**config.mk**
```make
export PLATFORM = sky130hd
export DESIGN_NAME = ysyx_22041412_csr_req
export DESIGN_NICKNAME = d
export VERILOG_FILES = /design/src/rtl/ysyx_22041412_csr_pkg.sv /design/src/rtl/ysyx_22041412_csr_decode.sv /design/src/rtl/ysyx_22041412_csr_req.sv
export SDC_FILE = /design/constraint.sdc
export NUM_CORES = 1
export LEC_CHECK = 0
export ABC_AREA = 1
export CORE_AREA = 2 2 191 193
export DETAILED_ROUTE_END_ITERATION = 16
export DIE_AREA = 0 0 193 195
export PLACE_DENSITY = 0.59
export SYNTH_ARGS = -nofsm -noshare
export SYNTH_HDL_FRONTEND = slang
export SYNTH_SLANG_ARGS = --single-unit
```
**constraint.sdc**
```tcl
create_clock -name clk -period 3.7 [get_ports clk]
set_clock_uncertainty 0.2 [all_clocks]
set_input_delay 1.11 -clock clk [delete_from_list [all_inputs] [get_ports clk]]
set_output_delay 1.11 -clock clk [all_outputs]
set_load 0.005 [all_outputs]
```
**src/rtl/ysyx_22041412_csr_pkg.sv**
```systemverilog
// Shared definitions for the EXU-side machine-CSR request controller.
//   - CSR numbers of the supported machine CSRs
//   - 3-bit unit index encodings understood by the CSR unit
//   - request kind / response error / controller state enums
package ysyx_22041412_csr_pkg;

  localparam logic [11:0] CSR_MSTATUS = 12'h300;
  localparam logic [11:0] CSR_MTVEC   = 12'h305;
  localparam logic [11:0] CSR_MEPC    = 12'h341;
  localparam logic [11:0] CSR_MCAUSE  = 12'h342;

  localparam logic [2:0] IDX_MRET    = 3'd0;
  localparam logic [2:0] IDX_ECALL   = 3'd1;
  localparam logic [2:0] IDX_MSTATUS = 3'd2;
  localparam logic [2:0] IDX_MTVEC   = 3'd3;
  localparam logic [2:0] IDX_MEPC    = 3'd4;
  localparam logic [2:0] IDX_MCAUSE  = 3'd5;

  typedef enum logic [1:0] {
    KIND_CSR   = 2'd0,
    KIND_ECALL = 2'd1,
    KIND_MRET  = 2'd2,
    KIND_RSVD  = 2'd3
  } req_kind_e;

  typedef enum logic [1:0] {
    ERR_OK      = 2'd0,
    ERR_ILLEGAL = 2'd1,
    ERR_TIMEOUT = 2'd2
  } rsp_err_e;

  typedef enum logic [2:0] {
    S_IDLE,
    S_REQ,
    S_ACK,
    S_DRAIN,
    S_RESP
  } state_e;

  // func3 low bits 00 (000 / 100) are not CSR read-modify-write encodings.
  function automatic logic func3_is_csr_op(input logic [2:0] f3);
    return f3[1:0] != 2'b00;
  endfunction

endpackage

```
**src/rtl/ysyx_22041412_csr_decode.sv**
```systemverilog
// Combinational decode of a CSR-class instruction into CSR unit controls.
//   csr_num   : inst[31:20] CSR number
//   kind      : CSR op / ecall / mret / reserved
//   func3_in  : inst[14:12]
//   addr      : 3-bit unit index
//   func3_out : func3 presented to the unit (000 for ecall/mret)
//   illegal   : request must complete with an illegal error, no unit access
module ysyx_22041412_csr_decode
  import ysyx_22041412_csr_pkg::*;
(
  input  logic [11:0] csr_num,
  input  req_kind_e   kind,
  input  logic [2:0]  func3_in,
  output logic [2:0]  addr,
  output logic [2:0]  func3_out,
  output logic        illegal
);

  logic       mapped;
  logic [2:0] csr_idx;

  always_comb begin
    mapped  = 1'b1;
    csr_idx = IDX_MRET;
    case (csr_num)
      CSR_MSTATUS: csr_idx = IDX_MSTATUS;
      CSR_MTVEC:   csr_idx = IDX_MTVEC;
      CSR_MEPC:    csr_idx = IDX_MEPC;
      CSR_MCAUSE:  csr_idx = IDX_MCAUSE;
      default:     mapped  = 1'b0;
    endcase
  end

  always_comb begin
    addr      = '0;
    func3_out = '0;
    illegal   = 1'b0;
    case (kind)
      KIND_CSR: begin
        addr      = csr_idx;
        func3_out = func3_in;
        illegal   = !mapped || !func3_is_csr_op(func3_in);
      end
      KIND_ECALL: addr = IDX_ECALL;
      KIND_MRET:  addr = IDX_MRET;
      default:    illegal = 1'b1;
    endcase
  end

endmodule

```
**src/rtl/ysyx_22041412_csr_req.sv**
```systemverilog
// EXU-side initiator for the machine-CSR unit handshake.
// Accepts one CSR-class instruction while idle, drives the unit through
// REQ (wait for ready) -> ACK (one-cycle valid_i) -> DRAIN (wait for ready
// to fall) and then holds the result for WBU until rsp_valid && rsp_ready.
//   req_*           : decoded instruction in, req_ready = idle
//   csr_*           : unit interface (en/addr/func3/data_i/pc/valid_i out,
//                     ready_o/data_o in)
//   rsp_*           : old CSR value, PC redirect and error status to WBU
//   busy            : pipeline stall, high in any state but IDLE
module ysyx_22041412_csr_req
  import ysyx_22041412_csr_pkg::*;
#(
  parameter int unsigned TIMEOUT = 16,
  parameter int unsigned XLEN    = 64
) (
  input  logic            clk,
  input  logic            rst,
  input  logic            req_valid,
  output logic            req_ready,
  input  logic [1:0]      req_kind,
  input  logic [2:0]      req_func3,
  input  logic [11:0]     req_csr,
  input  logic [XLEN-1:0] req_rs1,
  input  logic [4:0]      req_zimm,
  input  logic [XLEN-1:0] req_pc,
  output logic            csr_en,
  output logic [2:0]      csr_addr,
  output logic [2:0]      csr_func3,
  output logic [XLEN-1:0] csr_wdata,
  output logic [XLEN-1:0] csr_pc,
  output logic            csr_valid_i,
  input  logic            csr_ready_o,
  input  logic [XLEN-1:0] csr_rdata,
  output logic            rsp_valid,
  input  logic            rsp_ready,
  output logic [XLEN-1:0] rsp_rd_data,
  output logic            rsp_redirect,
  output logic [XLEN-1:0] rsp_redirect_pc,
  output logic [1:0]      rsp_err,
  output logic            busy
);

  localparam int unsigned CW = $clog2(TIMEOUT + 1);

  state_e          state_q, state_d;
  req_kind_e       kind_q, kind_d;
  logic [2:0]      addr_q, addr_d;
  logic [2:0]      func3_q, func3_d;
  logic [XLEN-1:0] wdata_q, wdata_d;
  logic [XLEN-1:0] pc_q, pc_d;
  logic [XLEN-1:0] rdata_q, rdata_d;
  rsp_err_e        err_q, err_d;
  logic [CW-1:0]   cnt_q, cnt_d;

  req_kind_e       req_kind_w;
  logic [2:0]      dec_addr;
  logic [2:0]      dec_func3;
  logic            dec_illegal;
  logic [XLEN-1:0] req_operand;
  logic            rsp_ok;

  assign req_kind_w  = req_kind_e'(req_kind);
  assign req_operand = req_func3[2] ? {{(XLEN-5){1'b0}}, req_zimm} : req_rs1;

  ysyx_22041412_csr_decode u_decode (
    .csr_num   (req_csr),
    .kind      (req_kind_w),
    .func3_in  (req_func3),
    .addr      (dec_addr),
    .func3_out (dec_func3),
    .illegal   (dec_illegal)
  );

  always_comb begin
    state_d = state_q;
    kind_d  = kind_q;
    addr_d  = addr_q;
    func3_d = func3_q;
    wdata_d = wdata_q;
    pc_d    = pc_q;
    rdata_d = rdata_q;
    err_d   = err_q;
    cnt_d   = cnt_q;
    case (state_q)
      S_IDLE: begin
        if (req_valid) begin
          kind_d  = req_kind_w;
          addr_d  = dec_addr;
          func3_d = dec_func3;
          wdata_d = req_operand;
          pc_d    = req_pc;
          rdata_d = '0;
          cnt_d   = '0;
          if (dec_illegal) begin
            err_d   = ERR_ILLEGAL;
            state_d = S_RESP;
          end else begin
            err_d   = ERR_OK;
            state_d = S_REQ;
          end
        end
      end
      S_REQ: begin
        // A ready seen in the final counted cycle still wins over the timeout.
        if (csr_ready_o) begin
          rdata_d = csr_rdata;
          state_d = S_ACK;
        end else if (cnt_q == CW'(TIMEOUT - 1)) begin
          err_d   = ERR_TIMEOUT;
          state_d = S_RESP;
        end else begin
          cnt_d = cnt_q + 1'b1;
        end
      end
      S_ACK:   state_d = S_DRAIN;
      S_DRAIN: if (!csr_ready_o) state_d = S_RESP;
      S_RESP:  if (rsp_ready) state_d = S_IDLE;
      default: state_d = S_IDLE;
    endcase
  end

  always_ff @(posedge clk or negedge rst) begin
    if (!rst) begin
      state_q <= S_IDLE;
      kind_q  <= KIND_CSR;
      addr_q  <= '0;
      func3_q <= '0;
      wdata_q <= '0;
      pc_q    <= '0;
      rdata_q <= '0;
      err_q   <= ERR_OK;
      cnt_q   <= '0;
    end else begin
      state_q <= state_d;
      kind_q  <= kind_d;
      addr_q  <= addr_d;
      func3_q <= func3_d;
      wdata_q <= wdata_d;
      pc_q    <= pc_d;
      rdata_q <= rdata_d;
      err_q   <= err_d;
      cnt_q   <= cnt_d;
    end
  end

  assign req_ready   = (state_q == S_IDLE);
  assign busy        = (state_q != S_IDLE);
  assign csr_en      = (state_q == S_REQ) || (state_q == S_ACK);
  assign csr_valid_i = (state_q == S_ACK);
  assign csr_addr    = addr_q;
  assign csr_func3   = func3_q;
  assign csr_wdata   = wdata_q;
  assign csr_pc      = pc_q;

  // Result fields are only meaningful in RESP; elsewhere they read as zero.
  assign rsp_valid       = (state_q == S_RESP);
  assign rsp_ok          = rsp_valid && (err_q == ERR_OK);
  assign rsp_redirect    = rsp_ok && ((kind_q == KIND_ECALL) || (kind_q == KIND_MRET));
  assign rsp_rd_data     = (rsp_ok && (kind_q == KIND_CSR)) ? rdata_q : '0;
  assign rsp_redirect_pc = rsp_redirect ? rdata_q : '0;
  assign rsp_err         = rsp_valid ? err_q : ERR_OK;

endmodule

```
==> run_results.csv, run 1 <==
group,metric,value,unit
drt,vias_per_cell,4.35,
floorplanning,pin_count,489,
drt,drt-met1-wl,13.3,mm
floorplanning,core_area,0.0354,mm²
drt,highest_layer,"met5",
power,p_sw_frac,0.359,
power,p_int,6.87,mW
power,p_sw,3.85,mW
global_route,grt_pass1_wl,50.1,mm
cts,clk_latency,530,ps
sta,drv_slew,0,
placed_design,pre_cts_slack,395,ps
power,powerDensity,680,mW/mm²
drt,wl_met2,15.7,mm
sta,clock.fmax,0.280,GHz
worst_hold_path,min_path_type,"register to register",
sta,period_minus_slack,3570,ps
global_route,grt_max_degree,109,
critical_path,path_cells,"nor3_4, buf_4, nand4_4, buf_12, nor2_1, clkdlybuf4s50_1",
critical_path,slowest_delay,520,ps
cts,h-tree-depth,1,
power,power_frac_seq,0.345,
power,p_clk_frac,0.222,
critical_path,critPathTopFamily,"buffers and inverters",
synthesis,syn_nets,1342,
synthesis,synthDominantCellAreaShare,0.545,
drt,drt_pass1_iterations,5,
floorplanning,start_util,0.272,
critical_path,critPathKind,"register to output pin",
synthesis,syn_inst,1118,
global_route,grt_pass1_vias,8761,
cts,cts_buffers,26,
power,ir_worst_vdd,0.340,mV
power,p_comb_frac,0.433,
synthesis,synth_seq_area_share,0.545,
drt,drtIter0Drc,317,
global_route,antenna_found_initial,2,
final_layout,drive_gt1_frac,0.103,
sta,max_slew_margin,0.552,
cts,tritoncts,"done",
sta,fin_crit_sh,0.965,
final_layout,fin_area,0.0158,mm²
sta,worst_pin_slew,672,ps
sta,hold_viol,0,
sta,setup-violations-final,0,
power,power.static_leakage,6.81,nW
cts,cts-hold-fix-buffers,0,
synthesis,synth_async_sr_flop_share,1.00,
critical_path,crit_required,2390,ps
power,total_power,10.7,mW
final_layout,area_growth,63.6,%
critical_path,worstSetupStartpointType,"register",
drt,remaining_drc_errors,0,
cts,clkSinkCount,210,
synthesis,synth-edff-count,0,
sta,setup_tns,0,ps
flow_run,maxCapViolations,0,
final_layout,layout_common_cells,"483 x clkdlybuf4s50_1, 351 x nand2_1, 207 x dfrtp_1",
drt,ant_nets,0,
synthesis,synth-main-ff-cell,"dfrtp_1",
synthesis,ys_ff_latch,210,
critical_path,slowest_stage,"clkdlybuf4s50_1",
synthesis,synth_warnings,0,
cts,clock_path_buffers,3,
drt,drt-total-wl,33.1,mm
synthesis,yosysUniqueCellTypes,30,
critical_path,critPathMaxFanout,64,
floorplanning,num_rows,69,
cts,root_buffer,"clkbuf_16",
sta,setup_ws,131,ps
drt,post_drt_wl_per_cell,16.0,µm
floorplanning,die_x,193,µm
final_layout,layout_commonest_cell,"clkdlybuf4s50_1",
placed_design,place_hpwl,23.8,mm
global_route,track_usage,0.170,
critical_path,critPathArrivalTime,2260,ps
placed_design,place_congestion,0.780,
drt,wl_met3,3.20,mm
global_route,grt.overflow.total,0,
drt,vias,8995,
synthesis,syn_area,0.00964,mm²
synthesis,synth_area_leaders,"dfrtp_1 55%, nand2_1 14%, nor2_1 6.0%",
status,status,"finished clean",
placed_design,dpl_cell_area,0.0149,mm²
synthesis,avgSynthCellArea,8.62,µm²
final_layout,fin_nets,1815,
critical_path,endpoint_kind,"output pin",
synthesis,yosys.area.top_type,"dfrtp_1",
cts,clkTransAtPathRegs,60,ps
floorplanning,dieArea,0.0376,mm²
floorplanning,die_height,195,µm
placed_design,port_buffers,488,
critical_path,worst-path-buf-inv,3,
sta,rsz0062_at_grt,"false",
worst min-delay path, delay by kind of cell, from the launching register on:
family        cells  cell delay [ps]
flops             1              340
simple gates      2              100
Yosys cell counts, types with 6 or more instances:
library cell / n
nand2_1: 351
dfrtp_1: 210
nor2_1: 153
inv_1: 85
o21ai_1: 74
nand3_2: 40
o21ai_2: 40
buf_2: 36
nand3_1: 36
o21ai_0: 23
clkbuf_1: 12
buf_4: 10
buf_6: 8
o31ai_1: 6
per-layer routing:
metal  track usage  up-vias
met5             0        -
met4        0.0505        2
met3        0.0573       57
met2         0.288      345
met1         0.202     4156
li1              -     4435
registers in the layout, summed over array words and instances (netlist names):
| name | flops |
|---|---|
| csr_pc | 64 |
| csr_wdata | 64 |
| rdata_q | 64 |
| cnt_q | 5 |
| csr_addr | 3 |
| csr_func3 | 3 |
| state_q | 3 |
| err_q | 2 |
| kind_q | 2 |
power by group through the flow:
| stage | clock network (mW) | registers (mW) | logic (mW) |
|---|---|---|---|
| finish | 2.38 | 3.70 | 4.64 |
| global route | 2.56 | 3.81 | 5.11 |
| CTS | 2.46 | 3.70 | 4.74 |
| detailed placement | 0 | 3.72 | 4.62 |
| global placement | 0 | 3.70 | 4.59 |
| floorplan | 0 | 3.75 | 2.28 |
final timing paths:
path | startpoint | endpoint | slack [ps] | depth (start not counted)
worst max-delay path | state_q[0] | rsp_rd_data[39] | 130 | 6
worst min-delay path | csr_pc[43] | csr_pc[43] | 280 | 2
worst max register to register | state_q[2] | rdata_q[0] | 1170 | 9
worst min register to register | csr_pc[43] | csr_pc[43] | 280 | 2
max in group asynchronous | rst | rdata_q[31] | 2020 | 2
min in group asynchronous | rst | csr_pc[53] | 380 | 1
cell families after synthesis:
group                      count (synthesis)  synth area share
AOI/OAI and AO/OA                        147            0.0936
DFF                                      210             0.545
and+or+nand+nor                          595             0.269
buffers and inverters                    161            0.0854
adders and majority gates                  5           0.00649
layout make-up:
type	count	area [µm²]
antenna	1	2.50
fill	3531	19600
inverter	90	338
multi-input combinational	747	3600
clock buffer	38	757
timing repair buffer	516	5220
clock inverter	5	27.5
sequential	210	5260
tap	461	577
stage by stage:
stage | hold slack [ps] | cells | utilization
floorplan | 259 | 1118 | -
global placement | 261 | 2018 | 0.420
detailed placement | 264 | 2018 | 0.420
CTS | 279 | 2067 | 0.445
global route | 291 | 2067 | 0.446
finish | 275 | 2068 | 0.446
repair_timing:
action | CTS | global route
setup endpoints to repair | 129 | 72
resized for setup | 7 | 8
setup buffers | 5 | 0
endpoints found under the hold margin | 0 | 0
gates cloned | 1 | 0
pin swaps | 2 | 0
No activity file was read; power rests on OpenSTA's default activity.
==> run 2, diff against run 1 <==
--- a/config.mk
+++ b/config.mk
@@ -6,6 +6,7 @@
 export NUM_CORES = 1
 export LEC_CHECK = 0
 export ABC_AREA = 1
+export CAP_MARGIN = 25
 export CORE_AREA = 2 2 191 193
 export DETAILED_ROUTE_END_ITERATION = 16
 export DIE_AREA = 0 0 193 195
==> results of run 2 <==
No change in the layout: final DEF, timing and power equal those of run 1.
